[src/rtl/txeth_mii.sv]
// txeth_mii -- MII transmit engine for one Ethernet frame held in txbuf.
//
// A one-cycle start_i in IDLE latches len_i and sends: 16 preamble/SFD
// nibbles, len bytes read from txbuf (low byte of each 16-bit word first,
// low nibble first), zero padding up to MINLEN bytes, optionally the FCS,
// then IFG_NIB idle nibble clocks, ending with a one-cycle done_o pulse.
//
// Optional feature macro: ETH_TXCRC_EN -- when defined the block appends a
// CRC-32 FCS (8 nibbles); when undefined the host supplies the FCS in txbuf.
//
// Ports:
//   eth_clk_i   MII TX clock (only clock)
//   eth_rstn_i  synchronous active-low reset
//   start_i     one-cycle transmit request (honoured only in IDLE)
//   len_i       frame byte count excluding FCS
//   eth_adr_o   txbuf word address (read data returns one clock later)
//   eth_dat_i   txbuf read data
//   mii_txd_o   MII transmit nibble
//   mii_txen_o  MII transmit enable
//   busy_o      high while a frame or its inter-frame gap is in progress
//   done_o      one-cycle pulse on the last IFG clock
module txeth_mii #(
    parameter int MINLEN  = 60,
    parameter int IFG_NIB = 24
) (
    input  logic        eth_clk_i,
    input  logic        eth_rstn_i,
    input  logic        start_i,
    input  logic [10:0] len_i,
    output logic [9:0]  eth_adr_o,
    input  logic [15:0] eth_dat_i,
    output logic [3:0]  mii_txd_o,
    output logic        mii_txen_o,
    output logic        busy_o,
    output logic        done_o
);

    typedef enum logic [2:0] {
        IDLE,
        PRE,
        DATA,
        PAD,
`ifdef ETH_TXCRC_EN
        CRC,
`endif
        IFG
    } state_t;

    localparam logic [15:0] MIN_NIB  = 16'(2 * MINLEN);
    localparam logic [15:0] IFG_LAST = 16'(IFG_NIB - 1);

    state_t      state, state_n;
    logic [15:0] cnt, cnt_n;       // nibble index within the current state
    logic [10:0] len_q, len_n;
    logic [9:0]  adr_n;
    logic [3:0]  txd_n;
    logic        txen_n, busy_n, done_n;
    logic        pay_go;           // next nibble belongs to the DATA/PAD payload
    logic [15:0] pay_idx;          // payload nibble index of the next nibble
    logic [15:0] nib_tot;          // 2*len: payload nibbles that come from txbuf
    logic        to_ifg;

`ifdef ETH_TXCRC_EN
    logic [31:0] crc, crc_n;

    function automatic logic [31:0] crc_nib(input logic [31:0] c, input logic [3:0] d);
        logic [31:0] r;
        r = c;
        for (int unsigned i = 0; i < 4; i++) begin
            if (r[0] ^ d[i]) r = (r >> 1) ^ 32'hEDB8_8320;
            else             r = r >> 1;
        end
        return r;
    endfunction
`endif

    function automatic logic [3:0] sel_nib(input logic [15:0] w, input logic [1:0] k);
        return 4'(w >> {k, 2'b00});
    endfunction

    assign nib_tot = {4'b0000, len_q, 1'b0};

    always_comb begin
        state_n = state;
        cnt_n   = cnt;
        len_n   = len_q;
        adr_n   = eth_adr_o;
        txd_n   = '0;
        txen_n  = 1'b0;
        done_n  = 1'b0;
        pay_go  = 1'b0;
        pay_idx = cnt + 16'd1;
        to_ifg  = 1'b0;
`ifdef ETH_TXCRC_EN
        crc_n   = crc;
`endif
        case (state)
            IDLE: begin
                if (start_i) begin
                    state_n = PRE;
                    cnt_n   = '0;
                    len_n   = len_i;
                    adr_n   = '0;
                    txd_n   = 4'h5;
                    txen_n  = 1'b1;
`ifdef ETH_TXCRC_EN
                    crc_n   = '1;
`endif
                end
            end
            PRE: begin
                if (cnt == 16'd15) begin
                    pay_go  = 1'b1;
                    pay_idx = '0;
                end else begin
                    cnt_n  = cnt + 16'd1;
                    txen_n = 1'b1;
                    txd_n  = (cnt == 16'd14) ? 4'hD : 4'h5;
                end
            end
            DATA, PAD: pay_go = 1'b1;
`ifdef ETH_TXCRC_EN
            CRC: begin
                if (cnt == 16'd7) begin
                    to_ifg = 1'b1;
                end else begin
                    cnt_n  = cnt + 16'd1;
                    txen_n = 1'b1;
                    txd_n  = ~crc[3:0];
                    crc_n  = {4'h0, crc[31:4]};
                end
            end
`endif
            IFG: begin
                if (cnt == IFG_LAST) begin
                    state_n = IDLE;
                    cnt_n   = '0;
                end else begin
                    cnt_n  = cnt + 16'd1;
                    done_n = (cnt + 16'd1 == IFG_LAST);
                end
            end
            default: state_n = IDLE;
        endcase

        // Outputs are registered, so each nibble is chosen one edge ahead.
        // Read data lags the address by a clock, so the next word address is
        // issued while nibble 2 of the current word is registered; it is not
        // advanced past the last word the frame needs.
        if (pay_go) begin
            cnt_n = pay_idx;
            if (pay_idx < nib_tot) begin
                state_n = DATA;
                txen_n  = 1'b1;
                txd_n   = sel_nib(eth_dat_i, pay_idx[1:0]);
                if (pay_idx[1:0] == 2'd2 && (pay_idx + 16'd2) < nib_tot)
                    adr_n = eth_adr_o + 10'd1;
`ifdef ETH_TXCRC_EN
                crc_n = crc_nib(crc, txd_n);
`endif
            end else if (pay_idx < MIN_NIB) begin
                state_n = PAD;
                txen_n  = 1'b1;
                txd_n   = 4'h0;
`ifdef ETH_TXCRC_EN
                crc_n   = crc_nib(crc, 4'h0);
`endif
            end else begin
`ifdef ETH_TXCRC_EN
                state_n = CRC;
                cnt_n   = '0;
                txen_n  = 1'b1;
                txd_n   = ~crc[3:0];
                crc_n   = {4'h0, crc[31:4]};
`else
                to_ifg  = 1'b1;
`endif
            end
        end

        if (to_ifg) begin
            state_n = IFG;
            cnt_n   = '0;
            done_n  = (IFG_LAST == 16'd0);
        end

        busy_n = (state_n != IDLE);
    end

    always_ff @(posedge eth_clk_i) begin
        if (!eth_rstn_i) begin
            state      <= IDLE;
            cnt        <= '0;
            len_q      <= '0;
            eth_adr_o  <= '0;
            mii_txd_o  <= '0;
            mii_txen_o <= 1'b0;
            busy_o     <= 1'b0;
            done_o     <= 1'b0;
`ifdef ETH_TXCRC_EN
            crc        <= '0;
`endif
        end else begin
            state      <= state_n;
            cnt        <= cnt_n;
            len_q      <= len_n;
            eth_adr_o  <= adr_n;
            mii_txd_o  <= txd_n;
            mii_txen_o <= txen_n;
            busy_o     <= busy_n;
            done_o     <= done_n;
`ifdef ETH_TXCRC_EN
            crc        <= crc_n;
`endif
        end
    end

endmodule

[config.mk]
export PLATFORM = sky130hd
export DESIGN_NAME = txeth_mii
export DESIGN_NICKNAME = d
export VERILOG_FILES = /design/src/rtl/txeth_mii.sv
export SDC_FILE = /design/constraint.sdc
export NUM_CORES = 1
export LEC_CHECK = 0
export ABC_CLOCK_PERIOD_IN_PS = 9900
export CORE_ASPECT_RATIO = 0.5
export CORE_MARGIN = 8
export CORE_UTILIZATION = 50
export CTS_BUF_LIST = sky130_fd_sc_hd__clkbuf_4 sky130_fd_sc_hd__clkbuf_8
export CTS_CLUSTER_SIZE = 16
export DETAILED_ROUTE_END_ITERATION = 7
export GPL_ROUTABILITY_DRIVEN = 1
export PLACE_DENSITY_LB_ADDON = 0.15
export SLEW_MARGIN = 20
export SYNTH_ARGS = -nofsm -noshare
export SYNTH_HDL_FRONTEND = slang
export SYNTH_SLANG_ARGS = --single-unit
[constraint.sdc]
create_clock -name eth_clk_i -period 9.9 [get_ports eth_clk_i]
set_input_delay 0.99 -clock eth_clk_i [delete_from_list [all_inputs] [get_ports eth_clk_i]]
set_output_delay 0.99 -clock eth_clk_i [all_outputs]
set_load 0.05 [all_outputs]
==> flow_summary.toml, run 1 <==
[routing]
drc_errors = 0
met3_length_microns = 1120
dr_wl_met2_microns = 3580
initialDrtViolationCount = 363
via_per_inst = 6.00
finalWirelength_microns = 9890
met1_length_microns = 5130
antenna_left = 0
vias = 3294
wl_per_cell_microns = 18.0
first_pass_iters = 5
highest_layer = "met4"

[floorplan]
die_w_microns = 131
initial_core_util = 0.505
die-area_sq_um = 9600
die_h_microns = 73.4
rows = 21
io_pins = 47
core_sq_um = 6520

[clock_tree]
cts_buffers = 5
holdBufCountCts = 0
insertion_delay_ps = 320
htreeDepth = 2
cts_setup_buffers = 0
cts_resized = 0
cts.sinks = 47
cts-root-buf = "clkbuf_8"
clkSlewWorstSetupHoldPaths_ps = 100
cts_tree = "done"
cts_buffer_depth = 2

[logic_synthesis]
seq_area_frac_synth = 0.286
synth-adder-area-share = 0.0950
yosysWarningCount = 0
ys_seq_elements = 47
synth_edf_count = 0
synth_area_leaders = "dfxtp_1 29%, ha_1 9.5%, nand2_1 5.8%"
synth.area.mux_share = 0.0258
syn-num-nets = 482
syn_inst = 427
synth-main-ff-cell = "dfxtp_1"
synth_compound_area_frac = 0.184
netlist_area_sq_um = 3290
synth_top_family_by_area = "simple AND/OR/NAND/NOR gates"
yosys.area_share.simple = 0.283
synth.distinct_cells = 52
async_reset_ff_frac = 0
yosys.area.top_type_share = 0.286
yosys.area_share.xor_xnor = 0.0612
synth_top_area_cell = "dfxtp_1"
syn_area_per_cell_sq_um = 7.71

[worst_setup_path]
crit_cells = 15
crit_buf_inv = 0
slowest_delay_ps = 540
worstSetupPathType = "reg2reg"
cp_slowest_cell = "xnor2_1"
required_ps = 10120
worstPathArrival_ps = 5170
cp_max_fo = 10
path_delay_family = "simple AND/OR/NAND/NOR gates"
critPathLaunchType = "register"
crit_chain = "ha_1 > and4_1 > nand2_1 > xnor2_1 > nand4_1 > nor3_1 > xnor2_1 > ha_1 > nand2_1 > nor2_1 > a2111oi_0 > o211ai_1 > a2111o_1 > and3_4 > mux2_4"
r2r_cells = 15
worst_setup_path_end_kind = "register"

[sta]
clock_skew_ps = 7.74
setup_slack_ps = 4950
slew_violations = 0
max_freq_mhz = 202
tightest_slew_ps = 780
finalCritPeriodShare = 0.500
setup_tns_ps = 0
relSlewSlack = 0.478
period_needed_ps = 4950
rsz0062_at_grt = "no"
finalHoldViolCount = 0
finalSetupViolations = 0
holdWs_ps = 458

[finish]
multi_input_area_sq_um = 2140
regArea_sq_um = 941
layout_commonest_cell = "nand2_1"
fin_cells = 549
fin_area_sq_um = 3860
fin_nets = 511
syn_to_final_growth_pct = 17.2
layout_common_cells = "51 x nand2_1, 47 x dfxtp_1, 46 x clkdlybuf4s50_1"
fin_util = 0.593
fill_cells = 610
antennaDiodeCount = 0
drive_gt1_frac = 0.0350

[worst_hold_path]
min_path_cells = 2
hold_path_class = "reg2reg"

[global_route]
grt_pass1_vias = 2941
grt_pass1_wl_microns = 15900
grt_use_total = 0.211
gr-total-overflow = 0
grt_max_degree = 23
antenna_found_initial = 0

[placed_design]
placed_cells = 541
dp_hpwl_microns = 7820
dpl_cell_area_sq_um = 3750
gp_congestion = 0.957
io_buffer_count = 46
dp_slack_ps = 5060

[power_and_ir_drop]
powerDensity_nw_per_um2 = 107
ir_drop_mv = 0.0716
totalPowerFinal_mw = 0.412
leakage_nw = 1.54

[run_status]
status = "completed"

[flow_run]
cap_viol_max_count = 0
cell type report:
class | instances | area share
Timing Repair Buffer | 47 | 0.121
Multi-Input combinational cell | 334 | 0.555
Inverter | 21 | 0.0204
Clock inverter | 3 | 0.0120
Clock buffer | 5 | 0.0178
Sequential cell | 47 | 0.244
Tap cell | 92 | 0.0298
registers in the layout (all words and copies together) (netlist names):
name / flops
state: 3
eth_adr_o: 10
mii_txen_o: 1
busy_o: 1
cnt: 16
done_o: 1
len_q: 11
mii_txd_o: 4
final timing paths:
kind | startpoint | end | slack [ps]
setup / recovery | cnt[0]$_SDFFE_PP0P_ | eth_adr_o[0]$_SDFF_PN0_ | 4950
hold / removal | len_q[9]$_SDFFE_PN0P_ | len_q[9]$_SDFFE_PN0P_ | 460
setup reg to reg | cnt[0]$_SDFFE_PP0P_ | eth_adr_o[0]$_SDFF_PN0_ | 4950
hold reg to reg | len_q[9]$_SDFFE_PN0P_ | len_q[9]$_SDFFE_PN0P_ | 460
cell usage after synthesis (all sizes together) (10+ instances only):
| library cell | instances |
|---|---|
| a21o | 10 |
| a21oi | 36 |
| a22oi | 12 |
| buf | 13 |
| clkbuf | 12 |
| dfxtp | 47 |
| ha | 25 |
| inv | 21 |
| nand2 | 51 |
| nand3 | 18 |
| nand3b | 11 |
| nor2 | 37 |
| nor3 | 13 |
| o21ai | 18 |
| xnor2 | 15 |
power breakdown:
group,internal [mW],switching (mW)
Clock,0.0762,0.0753
Sequential,0.193,0.00321
Combinational,0.0267,0.0374
Total,0.296,0.116
metal layers:
metal  vias up  GRT usage
met5         -          0
met4         0     0.0366
met3        13     0.0587
met2       166      0.273
met1      1537      0.327
li1       1578          -
kinds of logic after synthesis:
group                      count (synthesis)
and+or+nand+nor                          181
AOI/OAI and AO/OA                         97
buffers and inverters                     46
DFF                                       47
xor gates and xnor gates                  23
muxes                                      8
adders and majority gates                 25
tightest hold or removal path, stage by stage (launching register included):
cell and delay (ps):
dfxtp_1 320, nand2_1 50, a21oi_1 50
Power figures use the tool's default switching activity.
==> run 2: changes to the inputs <==
--- a/config.mk
+++ b/config.mk
@@ -5,7 +5,7 @@
 export SDC_FILE = /design/constraint.sdc
 export NUM_CORES = 1
 export LEC_CHECK = 0
-export ABC_CLOCK_PERIOD_IN_PS = 9900
+export ABC_CLOCK_PERIOD_IN_PS = 4900
 export CORE_ASPECT_RATIO = 0.5
 export CORE_MARGIN = 8
 export CORE_UTILIZATION = 50
==> constraint.sdc (replaced) <==
create_clock -name eth_clk_i -period 4.9 [get_ports eth_clk_i]
set_input_delay 0.49 -clock eth_clk_i [delete_from_list [all_inputs] [get_ports eth_clk_i]]
set_output_delay 0.49 -clock eth_clk_i [all_outputs]
set_load 0.05 [all_outputs]
==> run 2 against run 1 <==
  * Fmax rose by 8.1%
  * Cell count increased by 0.91%
  * Sequential power is 100% higher
  * Die area is the same
  * Via count rose by 2.4%
  * Sequential share of layout area decreased by 0.063 points
  * Setup slack lost 4600 ps
  * Critical path type unchanged
  * Critical endpoint unchanged
  * Highest routed layer is now met5
==> flow_summary.toml, run 2 (synthesis gave the netlist of run 1 again) <==
[global_route]
grt_use_total = 0.215
grt_use_met3 = 0.0507
grt_use_met2 = 0.279
gr-total-overflow = 0
grt_max_degree = 23
grt_pass1_wl_microns = 16200
antenna_found_initial = 1
grt_busiest_layer = "met1"
grt_pass1_vias = 2982
grt_use_met1 = 0.338

[floorplan]
io_pins = 47
core_sq_um = 6520
die_h_microns = 73.4
rows = 21
initial_core_util = 0.505
die-area_sq_um = 9600
die_w_microns = 131

[clock_tree]
cts_resized = 0
clkSlewWorstSetupHoldPaths_ps = 90
cts_setup_buffers = 0
cts_buffer_depth = 2
htreeDepth = 2
holdBufCountCts = 0
insertion_delay_ps = 320
cts-root-buf = "clkbuf_8"
cts_tree = "done"
cts.sinks = 47
cts_buffers = 5

[power_and_ir_drop]
ir_drop_mv = 0.147
powerDensity_nw_per_um2 = 200
totalPowerFinal_mw = 0.775
leakage_nw = 1.56

[finish]
regArea_sq_um = 941
layout_commonest_cell = "nand2_1"
fill_cells = 638
syn_to_final_growth_pct = 17.6
fin_cells = 554
fin_nets = 516
multi_input_area_sq_um = 2140
layout_common_cells = "51 x nand2_1, 47 x dfxtp_1, 46 x clkdlybuf4s50_1"
antennaDiodeCount = 0
reg.largest.list = "cnt (16), len_q (11), eth_adr_o (10)"
drive_gt1_frac = 0.0455
regMostFlops = "cnt"
largest_register_ffs = 16

[worst_setup_path]
rr_startpoint = "cnt[1]$_SDFFE_PP0P_"
crit_chain = "ha_1 > and4_1 > nand2_1 > xnor2_1 > buf_4 > nand4_1 > nor3_1 > xnor2_1 > ha_1 > nand2_1 > nor2_1 > a2111oi_0 > o211ai_1 > a2111o_1 > and3_4 > mux2_4"
cp_slowest_cell = "a2111o_1"
worstSetupPathType = "reg2reg"
required_ps = 5110
crit_path_end = "eth_adr_o[0]$_SDFF_PN0_"
reg2reg_to = "eth_adr_o[0]$_SDFF_PN0_"
path_delay_family = "simple AND/OR/NAND/NOR gates"
cp_max_fo = 10
startpoint = "cnt[1]$_SDFFE_PP0P_"
r2r_cells = 16
crit_buf_inv = 1
worstPathArrival_ps = 4790
reg2reg_slack_ps = 320
worst_setup_path_end_kind = "register"
slowest_delay_ps = 480
critPathLaunchType = "register"
crit_cells = 16

[sta]
period_needed_ps = 4580
holdWs_ps = 461
setup_tns_ps = 0
slew_violations = 0
finalCritPeriodShare = 0.934
finalSetupViolations = 0
tightest_slew_ps = 804
rsz0062_at_grt = "no"
setup_slack_ps = 325
finalHoldViolCount = 0
relSlewSlack = 0.460
clock_skew_ps = 6.48
max_freq_mhz = 219

[worst_hold_path]
hold_path_class = "reg2reg"
worstHoldStart = "len_q[6]$_SDFFE_PN0P_"

[routing]
finalWirelength_microns = 9990
initialDrtViolationCount = 401
drc_errors = 0
vias = 3374
first_pass_iters = 5
wl_per_cell_microns = 18.0
via_per_inst = 6.09
antenna_left = 0

[flow_run]
cap_viol_max_count = 0

[run_status]
status = "completed"

[placed_design]
dp_hpwl_microns = 7820
dp_slack_ps = 426
placed_cells = 546
io_buffer_count = 46
gp_congestion = 0.974
-- run 2: cell count changes in the layout (fill, tap and decap cells not counted), sizes merged --
cell      before  now
buf            1    6
clkinv         0    2
bufinv         1    0
clkinvlp       1    0
-- run 2: worst min path at each step --
stage	end	depth (start not counted)	slack [ps]
global route	len_q[9]$_SDFFE_PN0P_	2	480
finish	len_q[6]$_SDFFE_PN0P_	2	460
floorplan	len_q[10]$_SDFFE_PN0P_	2	440
global placement	len_q[7]$_SDFFE_PN0P_	2	450
detailed placement	len_q[6]$_SDFFE_PN0P_	2	450
CTS	len_q[6]$_SDFFE_PN0P_	2	460
-- run 2: metrics by stage --
stage	util	instance area, sq um
after floorplan	-	3290
after global placement	0.581	3780
after detailed placement	0.581	3780
after CTS	0.594	3870
after global routing	0.594	3870
final	0.594	3870
-- run 2: cell type report --
type                            count  area share
Multi-Input combinational cell    334       0.554
Clock inverter                      3     0.00485
Inverter                           21      0.0204
Sequential cell                    47       0.243
Clock buffer                        5      0.0178
Tap cell                           92      0.0297
Timing Repair Buffer               52       0.131
-- run 2: metal layers --
metal	vias to the layer above	share of wire	routed length (microns)
met4	2	0.0086	86
met2	180	0.36	3620
met5	-	0.0013	13
met1	1587	0.51	5120
met3	12	0.12	1160
li1	1593	-	-
-- run 2: where the power goes --
part,leakage (nW),internal [mW],total (mW),switching [mW]
logic,1.13,0.0555,0.134,0.0787
registers,0.382,0.391,0.397,0.00585
clock network,0.0483,0.101,0.244,0.143
total,1.56,0.547,0.775,0.228
-- run 2: worst reg2reg max path: cells and delay by family (launching register included) --
| family | cells | cell delay, ps |
|---|---|---|
| compound gates | 3 | 1040 |
| xor+xnor | 2 | 340 |
| fa+ha+maj | 2 | 690 |
| buf+inv | 1 | 170 |
| flops | 1 | 470 |
| mux | 1 | 260 |
| simple gates | 7 | 1510 |
==> run 3: changes to the inputs <==
--- a/config.mk
+++ b/config.mk
@@ -14,6 +14,7 @@
 export DETAILED_ROUTE_END_ITERATION = 7
 export GPL_ROUTABILITY_DRIVEN = 1
 export PLACE_DENSITY_LB_ADDON = 0.15
+export SKIP_CTS_REPAIR_TIMING = 1
 export SLEW_MARGIN = 20
 export SYNTH_ARGS = -nofsm -noshare
 export SYNTH_HDL_FRONTEND = slang
==> results of run 3 <==
No change in the layout: final DEF, timing and power equal those of run 2.
